==> config.mk <==
export PLATFORM = sky130hd
export DESIGN_NAME = card_dealer
export DESIGN_NICKNAME = d
export VERILOG_FILES = /design/src/rtl/card_dealer.sv
export SDC_FILE = /design/constraint.sdc
export NUM_CORES = 1
export LEC_CHECK = 0
export ABC_AREA = 1
export CORE_UTILIZATION = 50
export DETAILED_ROUTE_END_ITERATION = 16
export PLACE_DENSITY = 0.79
export SETUP_SLACK_MARGIN = 0.1
export SYNTH_ARGS = -nofsm -noshare
export SYNTH_HDL_FRONTEND = slang
export SYNTH_SLANG_ARGS = --single-unit
==> constraint.sdc <==
create_clock -name clk -period 4.1 [get_ports clk]
set_clock_uncertainty 0.15 [all_clocks]
set_input_delay 0.41 -clock clk [delete_from_list [all_inputs] [get_ports clk]]
set_output_delay 0.41 -clock clk [all_outputs]
set_load 0.03 [all_outputs]
==> src/rtl/card_dealer.sv <==
// card_dealer: deals cards one at a time from a 52-card deck.
//   Each draw first tries random ranks taken from a free-running LFSR. After
//   RETRY_LIMIT misses it falls back to a linear scan of the ranks, so every
//   draw ends within a bounded number of cycles.
// Ports:
//   clk, rst     clock and asynchronous active-high reset
//   shuffle      restore the full deck and abort any draw in progress
//   draw_req     request one card (sampled every cycle)
//   card_value   blackjack value of the last dealt card (2..11)
//   card_rank    rank of the last dealt card (0=A, 1..9=2..10, 10=J, 11=Q, 12=K)
//   card_ready   high while the last dealt card is valid
//   busy         high while a draw is in progress
//   cards_left   cards remaining in the deck (0..52)
//   deck_empty   high when cards_left == 0
module card_dealer #(
  parameter logic [15:0] LFSR_SEED   = 16'hACE1,
  parameter int          RETRY_LIMIT = 8
) (
  input  logic       clk,
  input  logic       rst,
  input  logic       shuffle,
  input  logic       draw_req,
  output logic [3:0] card_value,
  output logic [3:0] card_rank,
  output logic       card_ready,
  output logic       busy,
  output logic [5:0] cards_left,
  output logic       deck_empty
);

  localparam int TW = (RETRY_LIMIT < 2) ? 1 : $clog2(RETRY_LIMIT);
  localparam logic [TW-1:0] TRY_LAST = TW'(RETRY_LIMIT - 1);

  typedef enum logic [1:0] {IDLE, DRAW, SCAN, DONE} state_t;

  state_t        state_reg;
  logic [15:0]   lfsr_reg;
  logic [15:0]   lfsr_next;
  logic [TW-1:0] try_reg;
  logic [3:0]    ptr_reg;
  logic [2:0]    cnt_reg [13];
  logic [12:0]   nz;

  logic [3:0]    cand;
  logic [3:0]    cand_mod;
  logic [3:0]    sel;
  logic          sel_valid;
  logic          hit;

  // Galois LFSR, shifts right; taps folded in when the output bit is 1.
  assign lfsr_next = lfsr_reg[0] ? ((lfsr_reg >> 1) ^ 16'hB400) : (lfsr_reg >> 1);

  genvar gi;
  generate
    for (gi = 0; gi < 13; gi++) begin : g_nz
      assign nz[gi] = (cnt_reg[gi] != 3'd0);
    end
  endgenerate

  // A DRAW candidate of 13..15 never hits; it is only used to seed the scan.
  assign cand      = lfsr_reg[3:0];
  assign cand_mod  = (cand >= 4'd13) ? (cand - 4'd13) : cand;
  assign sel_valid = (state_reg == SCAN) || (cand <= 4'd12);
  assign sel       = (state_reg == SCAN) ? ptr_reg : (sel_valid ? cand : 4'd0);
  assign hit       = ((state_reg == DRAW) || (state_reg == SCAN)) && sel_valid && nz[sel];

  assign busy       = (state_reg == DRAW) || (state_reg == SCAN);
  assign deck_empty = (cards_left == 6'd0);

  function automatic logic [3:0] value_of(input logic [3:0] rank);
    if (rank == 4'd0)       return 4'd11;
    else if (rank <= 4'd9)  return rank + 4'd1;
    else                    return 4'd10;
  endfunction

  always_ff @(posedge clk or posedge rst) begin
    if (rst) begin
      state_reg  <= IDLE;
      lfsr_reg   <= LFSR_SEED;
      try_reg    <= '0;
      ptr_reg    <= 4'd0;
      for (int i = 0; i < 13; i++) cnt_reg[i] <= 3'd4;
      cards_left <= 6'd52;
      card_value <= 4'd0;
      card_rank  <= 4'd0;
      card_ready <= 1'b0;
    end else begin
      lfsr_reg <= lfsr_next;
      if (shuffle) begin
        for (int i = 0; i < 13; i++) cnt_reg[i] <= 3'd4;
        cards_left <= 6'd52;
        card_ready <= 1'b0;
        state_reg  <= IDLE;
      end else begin
        case (state_reg)
          IDLE, DONE: begin
            if (draw_req && !deck_empty) begin
              state_reg  <= DRAW;
              card_ready <= 1'b0;
              try_reg    <= '0;
            end
          end
          DRAW, SCAN: begin
            if (hit) begin
              cnt_reg[sel] <= cnt_reg[sel] - 3'd1;
              cards_left   <= cards_left - 6'd1;
              card_rank    <= sel;
              card_value   <= value_of(sel);
              card_ready   <= 1'b1;
              state_reg    <= DONE;
            end else if (state_reg == DRAW) begin
              try_reg <= try_reg + 1'b1;
              if (try_reg == TRY_LAST) begin
                state_reg <= SCAN;
                ptr_reg   <= cand_mod;
              end
            end else begin
              ptr_reg <= (ptr_reg == 4'd12) ? 4'd0 : ptr_reg + 4'd1;
            end
          end
          default: state_reg <= IDLE;
        endcase
      end
    end
  end

endmodule

After elaboration in Yosys (flattened, before gate mapping)
Index checks and enable logic that the tools add are counted.

operators by class
  add/sub/neg operators = 6
  $mul = 0
  div/mod/pow operators = 0
  order comparisons = 6
  eq/ne operators = 13
  shift operators = 0
  muxes and demuxes = 37
  bitwise logic cells = 4
  reduce and logical (&&, ||, !) cells = 33

operator list
  kind                 count
  $mux 39              3
  $bwmux 39            1
  $reduce_bool 3->1    13
  $mux 4               8
  $mux 3               6
  $mux 6               3
  $mux 16              1
  $bmux 3 s4           1
  $demux 3 s4          1
  $mux 2               5
  $add 4x1->4 const B  2
  $le 4x4->1 const B   2
  $ne 4x4->1 const B   2
  $reduce_and 4->1     2
  $logic_not 6->1      1
  $ne 2x2->1 const B   3
  $ne 3x3->1 const B   2
  $pmux 3 s2           1
  $reduce_and 3->1     2
  $sub 6x1->6 const B  1
  $ge 5x5->1 const B   1
  $lt 4x5->1 const B   1
  $lt 5x1->1 const B   1
  $not 4->5            1
  other kinds (23)     35

word-level totals
  bits in registers = 79
  bits in latches = 0
  RAM bits = 0
  memory bits (read-only) = 0
  output and inout port bits = 17
  word-level logic and storage cells = 120
  memories = 0

Depth between registers and ports, before layout
Gate-level depths: netlist of run 1.

  word-level depth = 13
  gate-level depth with buffers = 21

Least setup slack after synthesis of run 1
OpenSTA, ideal clock, no wires.

  kind = register to register
  start = reg lfsr_reg[0]
  end = reg cnt_reg[1] (netlist bit)
  setup time = 0.082 ns
  arrival time = 2.998 ns
  data required time = 3.868 ns
  setup slack = 0.870 ns
  cell stages (with the launch flop) = 20
  period minus slack after synthesis = 3.230 ns
  path through = dfstp_2 buf_4 inv_2 ha_1 inv_1 nand3_2 nand2_4 nand2_4 buf_6 nor2_2 inv_2 buf_6 or2_2 o2111ai_1 nand2_1 nand4_1 ha_1 or2_2 clkbuf_1 o22ai_1

on the way
  cells in the longest elaborated chain, start to end = 13
  elaborated cells on any way between the ends = 24
  those cells by class = add/sub: 1; order compare: 3; mux: 13; bitwise: 1; reduce/logical: 6

RTL lines
  what                                                               line  RTL
  start, declared                                                    37    logic [15:0] lfsr_reg;
  start signal, assigned                                             88    lfsr_reg <= lfsr_next;
  $le 4x4->1                                                         63    assign sel_valid = (state_reg == SCAN) || (cand <= 4'd12);
  $logic_or 1x1->1                                                   63
  $mux 4 (2 in series)                                               64    assign sel = (state_reg == SCAN) ? ptr_reg : (sel_valid ? cand : 4'd0);
  $not 4->5 (not written as such)                                    105   cnt_reg[sel] <= cnt_reg[sel] - 3'd1;
  $bmux 3 s4 (tied with other cells)                                 105
  $mux 3 (not written as such) or $logic_and 1x1->1 (tied branches)  105
  $mux 3 (not written as such)                                       105
  $sub 3x1->3 or $demux 3 s4 (tied branches)                         105
  $bwmux 39                                                          105
  $mux 39                                                            104   if (hit) begin
  $mux 39                                                            95    case (state_reg)
  $mux 39                                                            89    if (shuffle) begin
  end signal, assigned by index                                      105
  end, declared                                                      41    logic [2:0] cnt_reg [13];

Parallel ways exist; a longest one is shown, timed or not. The select of a mux whose other input is x is not followed.
A chain may end at the register's enable or synchronous reset.

Final worst setup path of run 1
  start = reg lfsr_reg[0]
  end = reg cnt_reg[31] (netlist bit)

The elaborated chain is that of the path after synthesis.

==> flow_summary.yaml, run 1 <==
place:
  post-dp-hpwl_mm: 7.36
  dp_slack_ps: 456
  gp_congestion: 0.993
  portBuffers: 20
global_route:
  grt.total_usage_pct: 26.0
  antenna_found_initial: 0
  grt_pass1_vias: 3654
  grt_pass1_wl_mm: 17.7
  grt_overflow: 0
  grt_max_degree: 43
route:
  detail_route.wl_per_cell_um: 15.4
  drc: 0
  finalWirelength_mm: 10.3
  dr.first_iter.drc_count: 366
  dr_total_vias: 3788
  firstDrtPassIters: 5
  viasPerCell: 5.63
  ant_nets: 0
floorplan:
  std_cell_rows: 33
  core_area_um2: 8220
  dieHeight_um: 94.0
  start_util_pct: 51.5
  die_area_um2: 8840
  die_w_um: 94.0
  io_pins: 21
yosys:
  yosys.area_share.simple_pct: 28.5
  synth_fa_ha_area_share_pct: 3.55
  synth_fp_nets: 557
  synth_edf_count: 0
  ys_seq_area_share_pct: 47.4
  netlist_top_cells_count: "131 x nand2_1, 59 x inv_1, 55 x dfrtp_1, 54 x nand3_1, 53 x nor2_1"
  synth_top_family_by_area: "simple AND/OR/NAND/NOR gates"
  synthMuxAreaShare_pct: 0
  syn-cell-area_um2: 4230
  netlist_instances: 541
  ys_ff_latch: 79
  synth_top_area_share_pct: 32.5
  synth_most_common_cell: "nand2_1"
  yosys.area_share.xor_xnor_pct: 1.24
  synth_compound_area_share_pct: 11.5
  synth_async_sr_flop_share_pct: 100
  synth-main-ff-cell: "dfrtp_1"
  synth_cell_type_count: 37
  yosys_warnings: 0
  yosysTopAreaCell: "dfrtp_1"
  avgSynthCellArea_um2: 7.83
  yosys-top-cells-area: "dfrtp_1 33%, dfstp_2 15%, nand2_1 12%"
timing:
  tightest_slew_ps: 827
  post-route-min-period_ps: 3750
  period_share_pct: 91.4
  fmax_mhz: 267
  rsz0062_at_grt: "false"
  slew_headroom_pct: 44.8
  maxSlewViolCount: 0
  final_hold_viol_count: 0
  setup_ws_ps: 352
  setup_tns_ps: 0
  setup_viol_count_final: 0
clocking:
  clkLatencyLatePin_ps: 360
  post_cts_buffers: 0
  htreeDepth: 3
  clockBufferDepth: 2
  cts_buffers: 9
  clk_pin_slew_ps: 90
  cts_hold_buf: 0
  cts.sinks: 79
  cts_tree: "built"
  cts_resized: 0
  cts-root-buf: "clkbuf_8"
critical_path:
  required_ps: 4210
  crit_type: "flip-flop to flip-flop"
  rrSetupSlack_ps: 350
  cp-end-kind: "flip-flop"
  crit_fanout: 13
  critPathLaunchType: "flip-flop"
  critPathArrivalTime_ps: 3860
  r2r_cells: 15
worst_hold_path:
  hp-class: "flip-flop to flip-flop"
  hold_depth: 0
finish:
  drive_gt1_share_pct: 12.0
  register_area_um2: 2010
  diodes: 0
  largest_reg_flops: 39
  multi_input_area_um2: 1900
  nets: 579
  fillers: 731
  area_growth_pct: 12.0
status:
  status: "finished clean"
pwr:
  power.density_nw_per_um2: 576
  vdd_drop_max_v: 0.000459
  p_leak_nw: 2.22
job:
  drv_cap: 0
==> worst max-delay path: stages, from the launching register on <==
cell and delay (ps):
dfstp_2 640, inv_2 80, ha_1 170, inv_1 100, nand3_2 120, nand3_1 100, nand2_1 220, inv_2 250
nand2_1 230, or2_2 340, o2111ai_1 130, nand2_1 90, nand4_1 120, ha_1 240, or2_2 420, o21ai_0 250
==> placed cells by master, fill, tap and decap left out, types with 3 or more instances in the layout <==
| master | n |
|---|---|
| o22ai_1 | 8 |
| nand2_1 | 131 |
| nor2_1 | 53 |
| nor2_2 | 3 |
| clkbuf_8 | 9 |
| xor2_1 | 5 |
| inv_2 | 5 |
| dfrtp_1 | 55 |
| inv_1 | 58 |
| nor3_1 | 14 |
| clkdlybuf4s50_1 | 20 |
| nand2_2 | 4 |
| ha_1 | 12 |
| o21ai_0 | 47 |
| buf_4 | 5 |
| inv_6 | 3 |
| dfstp_2 | 24 |
| nand3_1 | 54 |
| nand3b_1 | 4 |
| or2_2 | 5 |
| a21oi_1 | 23 |
| o21ai_1 | 3 |
==> through the flow <==
step | cells | util (%) | power, mW | hold WS, ps | cell area [µm²]
final | 673 | 57.7 | 2.73 | 207 | 4740
after global routing | 673 | 57.7 | 2.91 | 215 | 4740
after CTS | 673 | 57.7 | 2.74 | 211 | 4740
after detailed placement | 657 | 55.0 | 2.07 | 189 | 4520
after global placement | 657 | 55.0 | 2.04 | 188 | 4520
after floorplan | 541 | - | 1.76 | 181 | 4230
==> final cells by class <==
type,instances,area share [%]
clock buffers,9,2.61
multi-input cells,384,40.0
inverters,64,5.09
clock inverters,7,2.16
repair buffers,25,5.01
well taps,105,2.77
flip-flops and latches,79,42.3
==> power breakdown <==
part / switching (mW) / internal [mW]
Clock: 0.308 / 0.350
Combinational: 0.746 / 0.354
Sequential: 0.0848 / 0.891
==> metal layers <==
| metal | global-route usage [%] | share of wire (%) |
|---|---|---|
| met1 | 34.8 | 45 |
| met2 | 42.1 | 46 |
| met3 | 5.74 | 6.5 |
| met4 | 7.69 | 1.8 |
| met5 | 0 | 0 |
==> cell families after synthesis <==
| kind of cell | Yosys count |
|---|---|
| AND/OR/NAND/NOR | 276 |
| adder cells (fa/ha/maj) | 12 |
| buffers and inverters | 78 |
| flip-flops | 79 |
| XOR/XNOR | 6 |
| AO/OA/AOI/OAI | 90 |
==> final timing paths <==
kind                                  start            end
max in group asynchronous               rst  cards_left[4]
min in group asynchronous               rst    cnt_reg[13]
worst max register to register  lfsr_reg[0]    cnt_reg[31]
worst min register to register  lfsr_reg[9]    lfsr_reg[8]
worst max-delay path            lfsr_reg[0]    cnt_reg[31]
worst min-delay path            lfsr_reg[9]    lfsr_reg[8]
No activity file was read; power rests on OpenSTA's default activity.
==> inputs of run 2 (changes only) <==
SKIP_CTS_REPAIR_TIMING = 1   (was default)
==> results of run 2 <==
The final DEF is identical to that of run 1; final timing and power are the same.
